`config.mk`:
```
export PLATFORM = sky130hd
export DESIGN_NAME = alu_exec_unit
export DESIGN_NICKNAME = d
export VERILOG_FILES = /design/src/rtl/alu_exec_unit.sv
export SDC_FILE = /design/constraint.sdc
export NUM_CORES = 1
export LEC_CHECK = 0
export BUFFER_PORTS_ARGS = -buffer_cell sky130_fd_sc_hd__buf_2
export CAP_MARGIN = 20
export CORE_ASPECT_RATIO = 0.9
export CORE_UTILIZATION = 55
export DETAILED_ROUTE_END_ITERATION = 12
export GPL_TIMING_DRIVEN = 1
export PLACE_DENSITY = 0.77
export SLEW_MARGIN = 15
export SYNTH_ARGS = -nofsm -noshare
export SYNTH_HDL_FRONTEND = slang
export SYNTH_SLANG_ARGS = --single-unit
export TNS_END_PERCENT = 5
```
`constraint.sdc`:
```
create_clock -name clk -period 3 [get_ports clk]
set_clock_uncertainty 0.05 [all_clocks]
set_input_delay 0.45 -clock clk [delete_from_list [all_inputs] [get_ports clk]]
set_output_delay 0.45 -clock clk [all_outputs]
set_load 0.01 [all_outputs]
```
`src/rtl/alu_exec_unit.sv`:
```
// Multi-cycle execute-stage ALU feeding the CPU flag register file.
// Single-cycle ops finish on the start edge; SHL shifts one bit per cycle
// and MUL runs a WIDTH-step shift-add. Result and flags update only on the
// edge that raises done.
module alu_exec_unit #(
    parameter int WIDTH = 8,
    parameter int SHW   = $clog2(WIDTH)
) (
    input  logic             clk,
    input  logic             rst_n,
    input  logic             start,
    input  logic [2:0]       op,
    input  logic [WIDTH-1:0] a,
    input  logic [WIDTH-1:0] b,
    output logic             busy,
    output logic             done,
    output logic [WIDTH-1:0] result,
    output logic             result_we,
    output logic             flag_we,
    output logic             carry,
    output logic             overflow,
    output logic             negative,
    output logic             zero
);

    localparam logic [2:0] OP_ADD = 3'b000;
    localparam logic [2:0] OP_SUB = 3'b001;
    localparam logic [2:0] OP_AND = 3'b010;
    localparam logic [2:0] OP_OR  = 3'b011;
    localparam logic [2:0] OP_XOR = 3'b100;
    localparam logic [2:0] OP_CMP = 3'b101;
    localparam logic [2:0] OP_SHL = 3'b110;
    localparam logic [2:0] OP_MUL = 3'b111;

    typedef enum logic [1:0] {IDLE, SHIFT, MUL} state_t;

    state_t               state, state_next;
    logic [WIDTH-1:0]     work;      // SHL working register
    logic [SHW-1:0]       cnt;       // SHL: shifts remaining; MUL: iterations done
    logic [2*WIDTH-1:0]   acc;       // MUL partial product
    logic [2*WIDTH-1:0]   mcand;     // MUL multiplicand, shifted left each step
    logic [WIDTH-1:0]     mplier;    // MUL multiplier, shifted right each step

    logic [WIDTH:0]       add_sum, sub_sum;
    logic [2*WIDTH-1:0]   acc_sum;
    logic [SHW-1:0]       shamt;

    // Completion bundle: asserted in the cycle whose closing edge raises done.
    logic                 fin, fin_res_we, fin_c, fin_v;
    logic [WIDTH-1:0]     fin_res;

    assign busy    = (state != IDLE);
    assign shamt   = b[SHW-1:0];
    assign add_sum = {1'b0, a} + {1'b0, b};
    // Subtraction as a + ~b + 1 so carry-out means "no borrow".
    assign sub_sum = {1'b0, a} + {1'b0, ~b} + {{WIDTH{1'b0}}, 1'b1};
    assign acc_sum = acc + (mplier[0] ? mcand : '0);

    // State register.
    always_ff @(posedge clk or negedge rst_n) begin
        // NOTE: sequential state uses non-blocking assignments so every
        // register samples pre-edge values regardless of statement order.
        if (!rst_n) state <= IDLE;
        else        state <= state_next;
    end

    // Next-state and completion decode.
    always_comb begin
        // NOTE: every output of this block gets a default first so no path
        // leaves a value unassigned (which would infer a latch).
        state_next = state;
        fin        = 1'b0;
        fin_res_we = 1'b0;
        fin_res    = '0;
        fin_c      = 1'b0;
        fin_v      = 1'b0;
        unique case (state)
            IDLE: begin
                if (start) begin
                    fin        = 1'b1;
                    fin_res_we = 1'b1;
                    unique case (op)
                        OP_ADD: begin
                            fin_res = add_sum[WIDTH-1:0];
                            fin_c   = add_sum[WIDTH];
                            fin_v   = (a[WIDTH-1] == b[WIDTH-1]) &&
                                      (add_sum[WIDTH-1] != a[WIDTH-1]);
                        end
                        OP_SUB, OP_CMP: begin
                            fin_res    = sub_sum[WIDTH-1:0];
                            fin_c      = sub_sum[WIDTH];
                            fin_v      = (a[WIDTH-1] != b[WIDTH-1]) &&
                                         (sub_sum[WIDTH-1] != a[WIDTH-1]);
                            fin_res_we = (op == OP_SUB);
                        end
                        OP_AND: fin_res = a & b;
                        OP_OR:  fin_res = a | b;
                        OP_XOR: fin_res = a ^ b;
                        OP_SHL: begin
                            fin_res = a;
                            if (shamt != '0) begin
                                fin        = 1'b0;
                                fin_res_we = 1'b0;
                                state_next = SHIFT;
                            end
                        end
                        OP_MUL: begin
                            fin        = 1'b0;
                            fin_res_we = 1'b0;
                            state_next = MUL;
                        end
                        default: ;
                    endcase
                end
            end
            SHIFT: begin
                // Final shift: the bit leaving the MSB becomes carry.
                fin_res = {work[WIDTH-2:0], 1'b0};
                fin_c   = work[WIDTH-1];
                if (cnt == SHW'(1)) begin
                    fin        = 1'b1;
                    fin_res_we = 1'b1;
                    state_next = IDLE;
                end
            end
            MUL: begin
                fin_res = acc_sum[WIDTH-1:0];
                fin_c   = |acc_sum[2*WIDTH-1:WIDTH];
                if (cnt == SHW'(WIDTH - 1)) begin
                    fin        = 1'b1;
                    fin_res_we = 1'b1;
                    state_next = IDLE;
                end
            end
            default: state_next = IDLE;
        endcase
    end

    // Operand capture and iterative datapath (shift register, shift-add).
    always_ff @(posedge clk or negedge rst_n) begin
        if (!rst_n) begin
            work   <= '0;
            cnt    <= '0;
            acc    <= '0;
            mcand  <= '0;
            mplier <= '0;
        end else begin
            unique case (state)
                IDLE: begin
                    if (start) begin
                        work   <= a;
                        cnt    <= (op == OP_SHL) ? shamt : '0;
                        acc    <= '0;
                        mcand  <= {{WIDTH{1'b0}}, a};
                        mplier <= b;
                    end
                end
                SHIFT: begin
                    work <= {work[WIDTH-2:0], 1'b0};
                    cnt  <= cnt - SHW'(1);
                end
                MUL: begin
                    acc    <= acc_sum;
                    mcand  <= {mcand[2*WIDTH-2:0], 1'b0};
                    mplier <= {1'b0, mplier[WIDTH-1:1]};
                    cnt    <= cnt + SHW'(1);
                end
                default: ;
            endcase
        end
    end

    // Completion pulses and held result/flag registers.
    always_ff @(posedge clk or negedge rst_n) begin
        if (!rst_n) begin
            done      <= 1'b0;
            flag_we   <= 1'b0;
            result_we <= 1'b0;
            result    <= '0;
            carry     <= 1'b0;
            overflow  <= 1'b0;
            negative  <= 1'b0;
            zero      <= 1'b0;
        end else begin
            done      <= fin;
            flag_we   <= fin;
            result_we <= fin && fin_res_we;
            if (fin) begin
                carry    <= fin_c;
                overflow <= fin_v;
                negative <= fin_res[WIDTH-1];
                zero     <= (fin_res == '0);
                if (fin_res_we) result <= fin_res;
            end
        end
    end

endmodule

```
-- Word-level counts from Yosys, hierarchy flattened
Cells that the tools add are included.
- latch bits: 0
- logic and storage cells: 97
- output and inout bits: 16
- memory bits (writable): 0
- register bits: 67
- input port bits: 22
- memory bits (read-only): 0
- memories kept: 0
- order comparisons: 0
- div/mod/pow operators: 0
- multipliers: 0
- muxes and demuxes: 36
- reductions and logical operators: 18
- bitwise operators: 4
- add/sub/neg operators: 6
- equality and inequality tests: 20
- shift-type cells: 0
- operators with widths (cell ; count):
    16-bit one-hot mux with 2 select lines ; 2
    16-bit two-way mux ; 3
    8-bit one-hot mux with 6 select lines ; 1
    8-bit one-hot mux with 2 select lines ; 2
    8-bit two-way mux ; 3
    8-bit one-hot mux with 3 select lines ; 1
    8-bit by 8-bit adder with 9-bit output ; 2
    16-bit adder ; 1
    3-bit == test (second input constant) ; 5
    1-bit one-hot mux with 3 select lines ; 4
    9-bit by 1-bit adder with 9-bit output (second input constant) ; 1
    3-bit one-hot mux with 3 select lines ; 1
    8-bit AND ; 1
    8-bit zero test ; 1
    1-bit two-way mux ; 8
    2-bit two-way mux ; 4
    8-bit NOT ; 1
    8-bit OR ; 1
    2-bit AND reduction ; 4
    8-bit OR reduction ; 1
    8-bit bitwise XOR ; 1
    3-bit by 1-bit == test with 1-bit output (second input constant) ; 2
    3-bit by 2-bit == test with 1-bit output (second input constant) ; 2
    3-bit two-way mux ; 2
    other kinds (19) ; 30

-- Logic depth before layout (Yosys ltp)
Gate-level depths: netlist of the first run.
- word-level depth: 8
- gate-level depth with buffers: 13
- gate-level depth less buffers: 12

-- Least setup slack after synthesis of the first run
Ideal clock, no wire load.
- path kind: register to register
- start: register mplier[0]
- end: register carry
- buffers on the path: 1
- stages on the path, launching flop included: 14
- required time: 2.821 ns
- path slack: -0.113 ns
- period minus slack after synthesis: 3.113 ns
- arrival time: 2.934 ns
- cell sequence: dfrtp_1 > clkbuf_1 > and2_1 > ha_1 > inv_1 > fa_1 > nor2b_4 > o31a_1 > o21ai_1 > a21oi_1 > xor2_1 > nand3b_1 > or4b_1 > o41a_1
- cells in the longest elaborated chain, start to end: 4
- ends and longest elaborated chain (what ; RTL line ; RTL):
    start: declaration ; 42 ; logic [WIDTH-1:0] mplier;
    start signal: assignment ; 165 ; mplier <= {1'b0, mplier[WIDTH-1:1]};
    16-bit two-way mux ; 57 ; assign acc_sum = acc + (mplier[0] ? mcand : '0);
    16-bit adder ; 57 ;
    8-bit OR reduction ; 128 ; fin_c = |acc_sum[2*WIDTH-1:WIDTH];
    1-bit one-hot mux with 3 select lines ; 77 ; unique case (state)
    end signal: assignment ; 189 ; carry <= fin_c;
    end: declaration ; 20 ; output logic carry,
Every way passes these cells.
A chain may end at the register's enable or synchronous reset.

-- Worst setup path after layout of the first run
Same ends and word-level chain as after synthesis.

==> results of run 1 <==
[through the flow]
step / utilization (%) / setup slack, ps / std cells / hold WS (ps) / TNS [ps]
after global placement: 67.67 / -104.2 / 786 / 414.0 / -150.2
final: 72.67 / -46.47 / 815 / 213.3 / -46.47
after floorplan: - / -66.33 / 573 / 104.4 / -66.33
after CTS: 71.80 / -145.9 / 813 / 263.2 / -170.3
after global routing: 72.67 / -137.8 / 815 / 314.5 / -231.8
after detailed placement: 67.67 / -169.2 / 786 / 420.2 / -354.0
[power by group through the flow]
stage               Sequential [mW]  Clock, mW  Combinational, mW
floorplan                      1.44          0               1.43
global placement               1.45          0               2.31
detailed placement             1.46          0               2.38
CTS                            1.45      0.829               2.47
global route                   1.50      0.868               2.79
finish                         1.46      0.820               2.58
[registers in the layout (all words and copies together) (netlist names), 2 cells and up]
signal  flops
acc        16
mcand      16
cnt         3
state       2
result      8
work        8
mplier      8
[how the worst max path moves through the flow]
stage                                startpoint           endpoint  slack [ps]  cells past startpoint
after global placement                     a[2]  carry$_DFFE_PN0P_        -100                     11
after detailed placement  mplier[0]$_DFFE_PN0P_  carry$_DFFE_PN0P_        -170                     11
after floorplan           mplier[0]$_DFFE_PN0P_  carry$_DFFE_PN0P_         -70                     12
final                     mplier[0]$_DFFE_PN0P_  carry$_DFFE_PN0P_         -50                     13
after global routing      mplier[0]$_DFFE_PN0P_  carry$_DFFE_PN0P_        -140                     11
after CTS                 mplier[0]$_DFFE_PN0P_  carry$_DFFE_PN0P_        -150                     13
[cell usage after synthesis (5+ instances only)]
cell and number:
a21o_1 7, a21oi_1 44, a22o_1 17, a22oi_1 8
and2_1 16, buf_2 5, clkbuf_1 17, dfrtp_1 67
ha_1 51, inv_1 33, mux2_2 6, mux2i_1 17
nand2_1 56, nand2b_1 8, nand3_1 10, nor2_1 37
nor3_1 17, o21ai_0 32, o21ai_1 5, o21bai_1 7
o22ai_1 21, xnor2_1 11, xor2_1 5
[timing repair]
action,in CTS,in global routing
pin swaps,11,12
setup buffers,11,2
endpoints found under the setup margin,2,3
hold buffers,0,0
resized for setup,19,12
[worst max-delay path, delay by kind of cell, from the launching register on]
kind | cells | cell delay [ps]
AND/OR/NAND/NOR | 4 | 960
flip-flops | 1 | 450
adder cells (fa/ha/maj) | 2 | 490
AO/OA/AOI/OAI | 4 | 710
XOR/XNOR | 1 | 80
buffers and inverters | 2 | 180
[kinds of logic (layout without fill, tap and decap cells)]
group	after synthesis	after routing
AOI/OAI and AO/OA	188	188
muxes	24	24
adders and majority gates	53	53
and+or+nand+nor	164	164
xor gates and xnor gates	16	16
buffers and inverters	61	184
DFF	67	67
[per-layer routing]
metal	track usage [%]	part of all wire, %	vias up
met3	5.007	8.7	54
met4	13.15	3.0	0
met1	46.88	43	2426
li1	-	-	2331
met2	54.33	46	300
met5	0	0	-
[layout make-up]
| type | count | area [µm²] | share of cell area [%] |
|---|---|---|---|
| repair buffers | 131 | 920.9 | 14.45 |
| clock buffers | 9 | 123.9 | 1.944 |
| clock inverters | 7 | 82.58 | 1.296 |
| multi-input cells | 445 | 3274 | 51.38 |
| well taps | 119 | 148.9 | 2.337 |
| flip-flops and latches | 67 | 1678 | 26.33 |
| inverters | 37 | 143.9 | 2.258 |
==> results.toml, run 1 <==
[power]
p_switching_mw = 2.154
irDropWorstVdd_mv = 0.7225
leakage_nw = 3.065
swShare_pct = 44.25
power_mw = 4.868
pwr-share-comb_pct = 53.1
clkPwrFrac_pct = 16.8
p_per_area_nw_per_um2 = 763.9
seq_power_share_pct = 30.1
p_int_mw = 2.714

[yosys]
synth_enable_flop_cells = 0
synth-xor-area-share_pct = 2.760
synth_top_flop_cell = "dfrtp_1"
synth.area.mux_share_pct = 5.126
synth.avg_cell_area_um2 = 8.861
synth_top_family_by_area = "compound AO/OA/AOI/OAI gates"
synthTopCellsByArea = "dfrtp_1 (33%), ha_1 (13%), a21oi_1 (4.3%)"
yosys.area_share.simple_pct = 15.45
synth-compound-area-share_pct = 25.48
synthCells = 573
synth_seq_area_share_pct = 33.02
synth_top_cell_area_share_pct = 33.02
synth_top_area_cell = "dfrtp_1"
synth_cell_type_count = 72
syn-cell-area_um2 = 5077
yosys.area_share.adder_pct = 13.36
yosys_warnings = 0
synthesis.nets = 648
synthArstFlopShare_pct = 100.0
ys_ff_latch = 67

[status]
violations = "negative setup slack"
status = "finished, violations left"

[critical_path]
end_kind = "flip-flop"
crit_slowest_cell = "or4b_1"
critPathRequiredTime_ps = 3200
max_stage_delay_ps = 490
reg2reg_slack_ps = -50
crit_path_max_fanout = 7
cp_data_arrival_time_ps = 3240
setup.worst_path.class = "flip-flop to flip-flop"
rr_worst_depth = 13
start_kind = "flip-flop"
r2r-end = "carry$_DFFE_PN0P_"
path_cells = "and2_4 > ha_4 > inv_2 > fa_2 > nor2b_4 > o31a_1 > buf_6 > o21ai_4 > a21oi_2 > xor2_1 > nand3b_1 > or4b_1 > o41a_1"
rr_startpoint = "mplier[0]$_DFFE_PN0P_"

[clock_network]
clock_latency_ps = 370
cts_buffer_depth = 2
cts-root-buf = "clkbuf_8"
cts_tree = "yes"
clk_pin_slew_ps = 80
clock_sinks = 67
htree_levels = 3
cts_made_buffers = 9

[finish]
areaGrowthSynthToFinish_pct = 25.51
drive_above_1_share_pct = 26.72
diodes = 0
mostFrequentLayoutCells = "buf_4 (86), dfrtp_1 (66), nand2_1 (55)"
final_area_um2 = 6372
nets = 766
nFillCells = 612
final_common_cell = "buf_4"

[sta]
fmax_mhz = 328.2
fin_ws_ps = -46.47
min_period_ps = 3046
rsz0062_at_grt = "true"
period_share_pct = 101.5
setup_violations = 1
slew_headroom_pct = 42.34
tightest_slew_ps = 864.8
slew_viol_final = 0
finalHoldViolations = 0

[routing]
drc = 0
wire_per_inst_um = 19.02
drt_iter0_markers = 500
wl_um = 15500
vias_per_cell = 6.271
first_pass_iters = 8
route.antenna.remaining_nets = 0
dr_total_vias = 5111

[placement]
place_hpwl_um = 11340
place_area_um2 = 5933
place_congestion = 1.005
io_buffers = 37

[global_route]
grt_pass1_wl_um = 24990
grt_pass1_vias = 5029
antenna_found_initial = 0
overflow = 0
grt_max_degree = 68
grt_use_total_pct = 34.17

[die]
die-width_um = 103.3
row_count = 32
initial_core_util_pct = 57.91
die_area_um2 = 9621
core_area_um2 = 8768
ios = 38
fp.dieH_um = 93.15

[hold_path]
hold_class = "primary input to async pin"

[job]
max_cap_viol_count = 0
(Power assumes the default switching activity.)
==> run 2: changes to the inputs <==
CORE_MARGIN = 2   (was unset)
==> run 2 against run 1 <==
  * The flow still finishes with violations (negative setup slack)
  * Combinational power is essentially flat
  * Clock power grew 4.1%
  * Count of clock-buffer cells in the layout grew 1
  * Critical path depth is the same
  * Global-route usage shrank 1.9 points
  * Hold slack gained 160 ps
  * Largest cell class unchanged
==> results.toml, run 2 (synthesis gave the netlist of run 1 again) <==
[finish]
mostFrequentLayoutCells = "buf_4 (89), dfrtp_1 (66), nand2_1 (56)"
areaGrowthSynthToFinish_pct = 25.97
drive_above_1_share_pct = 25.86
nFillCells = 695
final_util_pct = 70.73
largest_registers = "acc x16, mcand x16"
stdcell_count = 818
diodes = 0
multi_input_area_um2 = 3261
nets = 767
layout.area.seq_um2 = 1678
final_area_um2 = 6396
final_common_cell = "buf_4"

[sta]
fin_setup_tns_ps = -167.7
fin_ws_ps = -145.7
rsz0062_at_grt = "true"
finalHoldViolations = 0
fmax_mhz = 317.9
setup_violations = 2
period_share_pct = 104.9
slew_viol_final = 0
hold_slack_ps = 373.0
min_period_ps = 3146
slew_headroom_pct = 46.60
tightest_slew_ps = 794.9

[power]
irDropWorstVdd_mv = 0.5338
p_per_area_nw_per_um2 = 760.4
leakage_nw = 3.074
power_mw = 4.864

[critical_path]
start_kind = "flip-flop"
rr_worst_depth = 13
r2r-end = "carry$_DFFE_PN0P_"
crit_path_max_fanout = 5
setup.worst_path.class = "flip-flop to flip-flop"
rr_startpoint = "mplier[0]$_DFFE_PN0P_"
reg2reg_slack_ps = -150
end_kind = "flip-flop"
cp_data_arrival_time_ps = 3340
critPathRequiredTime_ps = 3200

[global_route]
grt_pass1_wl_um = 25190
grt_use_total_pct = 32.32
overflow = 0
grt_pass1_vias = 4970
antenna_found_initial = 0
grt_max_degree = 40

[clock_network]
cts-root-buf = "clkbuf_8"
htree_levels = 3
cts_buffer_depth = 2
cts_made_buffers = 9
cts_tree = "yes"
clock_latency_ps = 360
clk_pin_slew_ps = 80
clock_sinks = 67

[placement]
io_buffers = 37
place_area_um2 = 6035
place_congestion = 0.9406
place_hpwl_um = 11550
place_ws_ps = -187.7
placedCellCount = 797

[routing]
first_pass_iters = 7
drt_iter0_markers = 460
route.antenna.remaining_nets = 0
wire_per_inst_um = 19.10
wl_um = 15620
vias_per_cell = 6.128
dr_total_vias = 5013
drc = 0

[die]
fp.dieH_um = 95.15
die_area_um2 = 10020
row_count = 33
die-width_um = 105.3
ios = 38
core_area_um2 = 9042
initial_core_util_pct = 56.15

[hold_path]
hold_class = "primary input to flip-flop"
hp-start = "b[6]"
holdPathEnd = "mplier[6]$_DFFE_PN0P_"
holdPathStages = 3

[job]
max_cap_viol_count = 0

[status]
status = "finished, violations left"
violations = "negative setup slack"
[run 2: cell count changes in the layout (fill, tap and decap cells not counted), moves of 2 or more]
cell	before	now
inv_6	4	1
a21oi_1	38	40
clkinv_2	0	2
buf_12	0	3
a21oi_2	5	3
buf_4	86	89
buf_6	8	2
[run 2: final cells by class]
class / instances / area share [%]
multi-input combinational: 445 / 50.98
timing repair buffer: 132 / 14.79
clock inverter: 5 / 1.213
inverter: 37 / 2.250
sequential: 67 / 26.23
tap: 122 / 2.387
clock buffer: 10 / 2.152
[run 2: repair_timing]
action | in CTS | in global routing
hold buffers | 1 | 0
gates resized for setup | 14 | 6
pin swaps | 10 | 9
buffers inserted | 4 | 1
setup endpoints to repair | 2 | 3
endpoints found under the hold margin | 14 | 0
[run 2: power breakdown]
part           leakage (nW)  total [mW]  internal [mW]  switching [mW]
Combinational          2.11        2.55           1.08            1.46
Clock                 0.108       0.854          0.483           0.371
Sequential            0.860        1.46           1.21           0.246
[run 2: worst max-delay path, stage by stage (launching register included)]
cell	delay (ps)
dfrtp_2	460
and2_4	170
ha_4	160
inv_2	50
fa_2	240
nor2b_4	50
o31a_1	270
buf_6	140
o21ai_4	130
a21oi_2	80
xor2_1	180
nand3b_1	190
or4b_1	540
o41a_1	320
[run 2: worst max path at each step]
stage / endpoint / slack, ps / from / depth (start not counted)
2_1_floorplan: carry$_DFFE_PN0P_ / -70 / mplier[0]$_DFFE_PN0P_ / 12
3_3_place_gp: carry$_DFFE_PN0P_ / -150 / a[1] / 11
3_5_place_dp: carry$_DFFE_PN0P_ / -190 / a[1] / 11
4_1_cts: carry$_DFFE_PN0P_ / -150 / mplier[0]$_DFFE_PN0P_ / 11
5_1_grt: carry$_DFFE_PN0P_ / -240 / mplier[0]$_DFFE_PN0P_ / 13
6_report: carry$_DFFE_PN0P_ / -150 / mplier[0]$_DFFE_PN0P_ / 13
[run 2: routing by layer]
metal  share of wire, %  global-route usage (%)
met5                  0                       0
met3                7.0                   6.904
met1                 41                   39.47
met4                3.4                   11.89
met2                 49                   56.67
==> run 3: changes to the inputs <==
ABC_AREA = 1   (was unset)
PLACE_DENSITY = 0.76   (was 0.77)
==> run 3 against run 2 <==
  * The flow now finishes without violations
  * Clock power rose by 1%
  * Non-clock buffer count fell by 90
  * Maximum frequency is 18% higher
  * Hold slack got worse by 310 ps
  * Critical endpoint is now zero$_DFFE_PN0P_
  * Highest routed layer unchanged
==> results.toml, run 3 <==
[sta]
min_period_ps = 2668
fin_setup_tns_ps = 0
finalHoldViolations = 0
slew_viol_final = 0
slew_headroom_pct = 51.24
period_share_pct = 88.92
fin_ws_ps = 332.5
rsz0062_at_grt = "false"
tightest_slew_ps = 730.5
setup_violations = 0
fmax_mhz = 374.9

[die]
core_area_um2 = 9699
fp.dieH_um = 98.97
initial_core_util_pct = 56.82
row_count = 34
die-width_um = 109.5
ios = 38
die_area_um2 = 10840

[finish]
drive_above_1_share_pct = 8.902
areaGrowthSynthToFinish_pct = 9.035
largest_registers = "acc x16, mcand x16"
nets = 935
final_util_pct = 61.96
mostFrequentLayoutCells = "nand2_1 (266), inv_1 (135), dfrtp_1 (67)"
stdcell_count = 991
final_common_cell = "nand2_1"
final_area_um2 = 6010
diodes = 0
nFillCells = 918

[yosys]
synth_top_area_cell = "dfrtp_1"
yosys_warnings = 0
ys_ff_latch = 67
synth_enable_flop_cells = 0
synth_top_cell_area_share_pct = 30.42
synthCells = 830
synth_top_flop_cell = "dfrtp_1"
synthesis.nets = 905
synth_cell_type_count = 36
synth.avg_cell_area_um2 = 6.640
synthArstFlopShare_pct = 100.0
synthTopCellsByArea = "dfrtp_1 (30%), nand2_1 (18%), ha_1 (12%)"
synth_common_cells = "nand2_1 (266), inv_1 (135), dfrtp_1 (67)"
synth.most_common_cell = "nand2_1"
synth_seq_area_share_pct = 30.42
syn-cell-area_um2 = 5512

[global_route]
grt_pass1_wl_um = 25430
grt_max_degree = 41
grt_pass1_vias = 5188
antenna_found_initial = 0
overflow = 0
grt_use_total_pct = 30.05

[critical_path]
critPathRequiredTime_ps = 3260
end_kind = "flip-flop"
setup.worst_path.class = "flip-flop to flip-flop"
crit_path_max_fanout = 17
start_kind = "flip-flop"
reg2reg_slack_ps = 330
cp_data_arrival_time_ps = 2920

[clock_network]
cts_hold_buf = 0
cts-root-buf = "clkbuf_8"
cts_tree = "yes"
clk_pin_slew_ps = 90
post_cts_buffers = 0
cts_buffer_depth = 2
clock_latency_ps = 360
clock_sinks = 67
cts_made_buffers = 9
cts_resized = 0
htree_levels = 3

[routing]
drt_iter0_markers = 420
first_pass_iters = 5
route.antenna.remaining_nets = 0
wire_per_inst_um = 15.24
dr_total_vias = 5450
vias_per_cell = 5.499
wl_um = 15100
drc = 0

[power]
swShare_pct = 45.30
irDropWorstVdd_mv = 0.4258
clkPwrFrac_pct = 20.4
p_int_mw = 2.315
leakage_nw = 3.377
p_switching_mw = 1.917
seq_power_share_pct = 32.7
pwr-share-comb_pct = 46.9
p_per_area_nw_per_um2 = 704.3

[placement]
place_area_um2 = 5787
place_ws_ps = 416.5
io_buffers = 37
place_hpwl_um = 11660
placedCellCount = 975
place_congestion = 0.9751

[hold_path]
hold_class = "primary input to async pin"

[status]
status = "finished clean"

[job]
max_cap_viol_count = 0
## run 3: cell families (layout without fill, tap and decap cells)
kind of cell,Yosys count,count (layout),share of synthesized area (%)
adder cells (fa/ha/maj),53,53,12.30
flip-flops,67,67,30.42
XOR/XNOR,2,2,0.3179
AND/OR/NAND/NOR,410,410,31.46
buffers and inverters,165,200,12.01
AO/OA/AOI/OAI,133,133,13.48
## run 3: path summary, 6_finish.rpt
check,from,end,depth (start not counted)
setup / recovery,mplier[0]$_DFFE_PN0P_,zero$_DFFE_PN0P_,16
max in group asynchronous,rst_n,mcand[2]$_DFFE_PN0P_,2
setup reg to reg,mplier[0]$_DFFE_PN0P_,zero$_DFFE_PN0P_,16
min in group clk,b[3],mplier[3]$_DFFE_PN0P_,3
hold / removal,rst_n,acc[11]$_DFFE_PN0P_,1
hold reg to reg,overflow$_DFFE_PN0P_,overflow$_DFFE_PN0P_,2
## run 3: area by class of cell
class	instances	area, µm²	share of cell area (%)
clock buffer	9	123.9	2.061
clock inverter	7	98.84	1.645
inverter	142	540.5	8.994
multi-input combinational	598	3177	52.86
sequential	67	1677	27.90
tap	126	157.7	2.623
timing repair buffer	42	235.2	3.914
## run 3: layer usage
metal / GRT usage [%] / part of all wire (%) / up-vias
met1: 45.03 / 48 / 2510
li1: - / - / 2702
met5: 0 / 0 / -
met4: 7.303 / 1.5 / 0
met3: 4.497 / 6.6 / 27
met2: 45.49 / 43 / 211
## run 3: stage by stage
stage | total power [mW] | hold WS [ps]
6_report | 4.233 | 66.53
5_1_grt | 4.599 | 128.2
4_1_cts | 4.221 | 92.08
3_5_place_dp | 3.347 | 417.9
3_3_place_gp | 3.287 | 412.7
2_1_floorplan | 2.771 | 104.4
## run 3: worst max-delay path: stages, from the launching register on
cell and delay (ps):
dfrtp_1 650, nand2_1 90, inv_1 70, ha_1 150, inv_1 50, fa_1 360, inv_1 110, nand3_1 80
nand3_1 140, a21oi_1 80, o21ai_0 130, nand2_1 80, a21oi_1 190, nand3_1 140, nor2_1 130, nand2_1 60
nand2_1 60
## run 3: power by group through the flow
stage                     clock network, mW  logic [mW]  registers, mW
final                                 0.864        1.99           1.38
after global routing                  0.909        2.27           1.42
after CTS                             0.873        1.97           1.38
after detailed placement                  0        1.95           1.40
after global placement                    0        1.90           1.38
after floorplan                           0        1.40           1.37
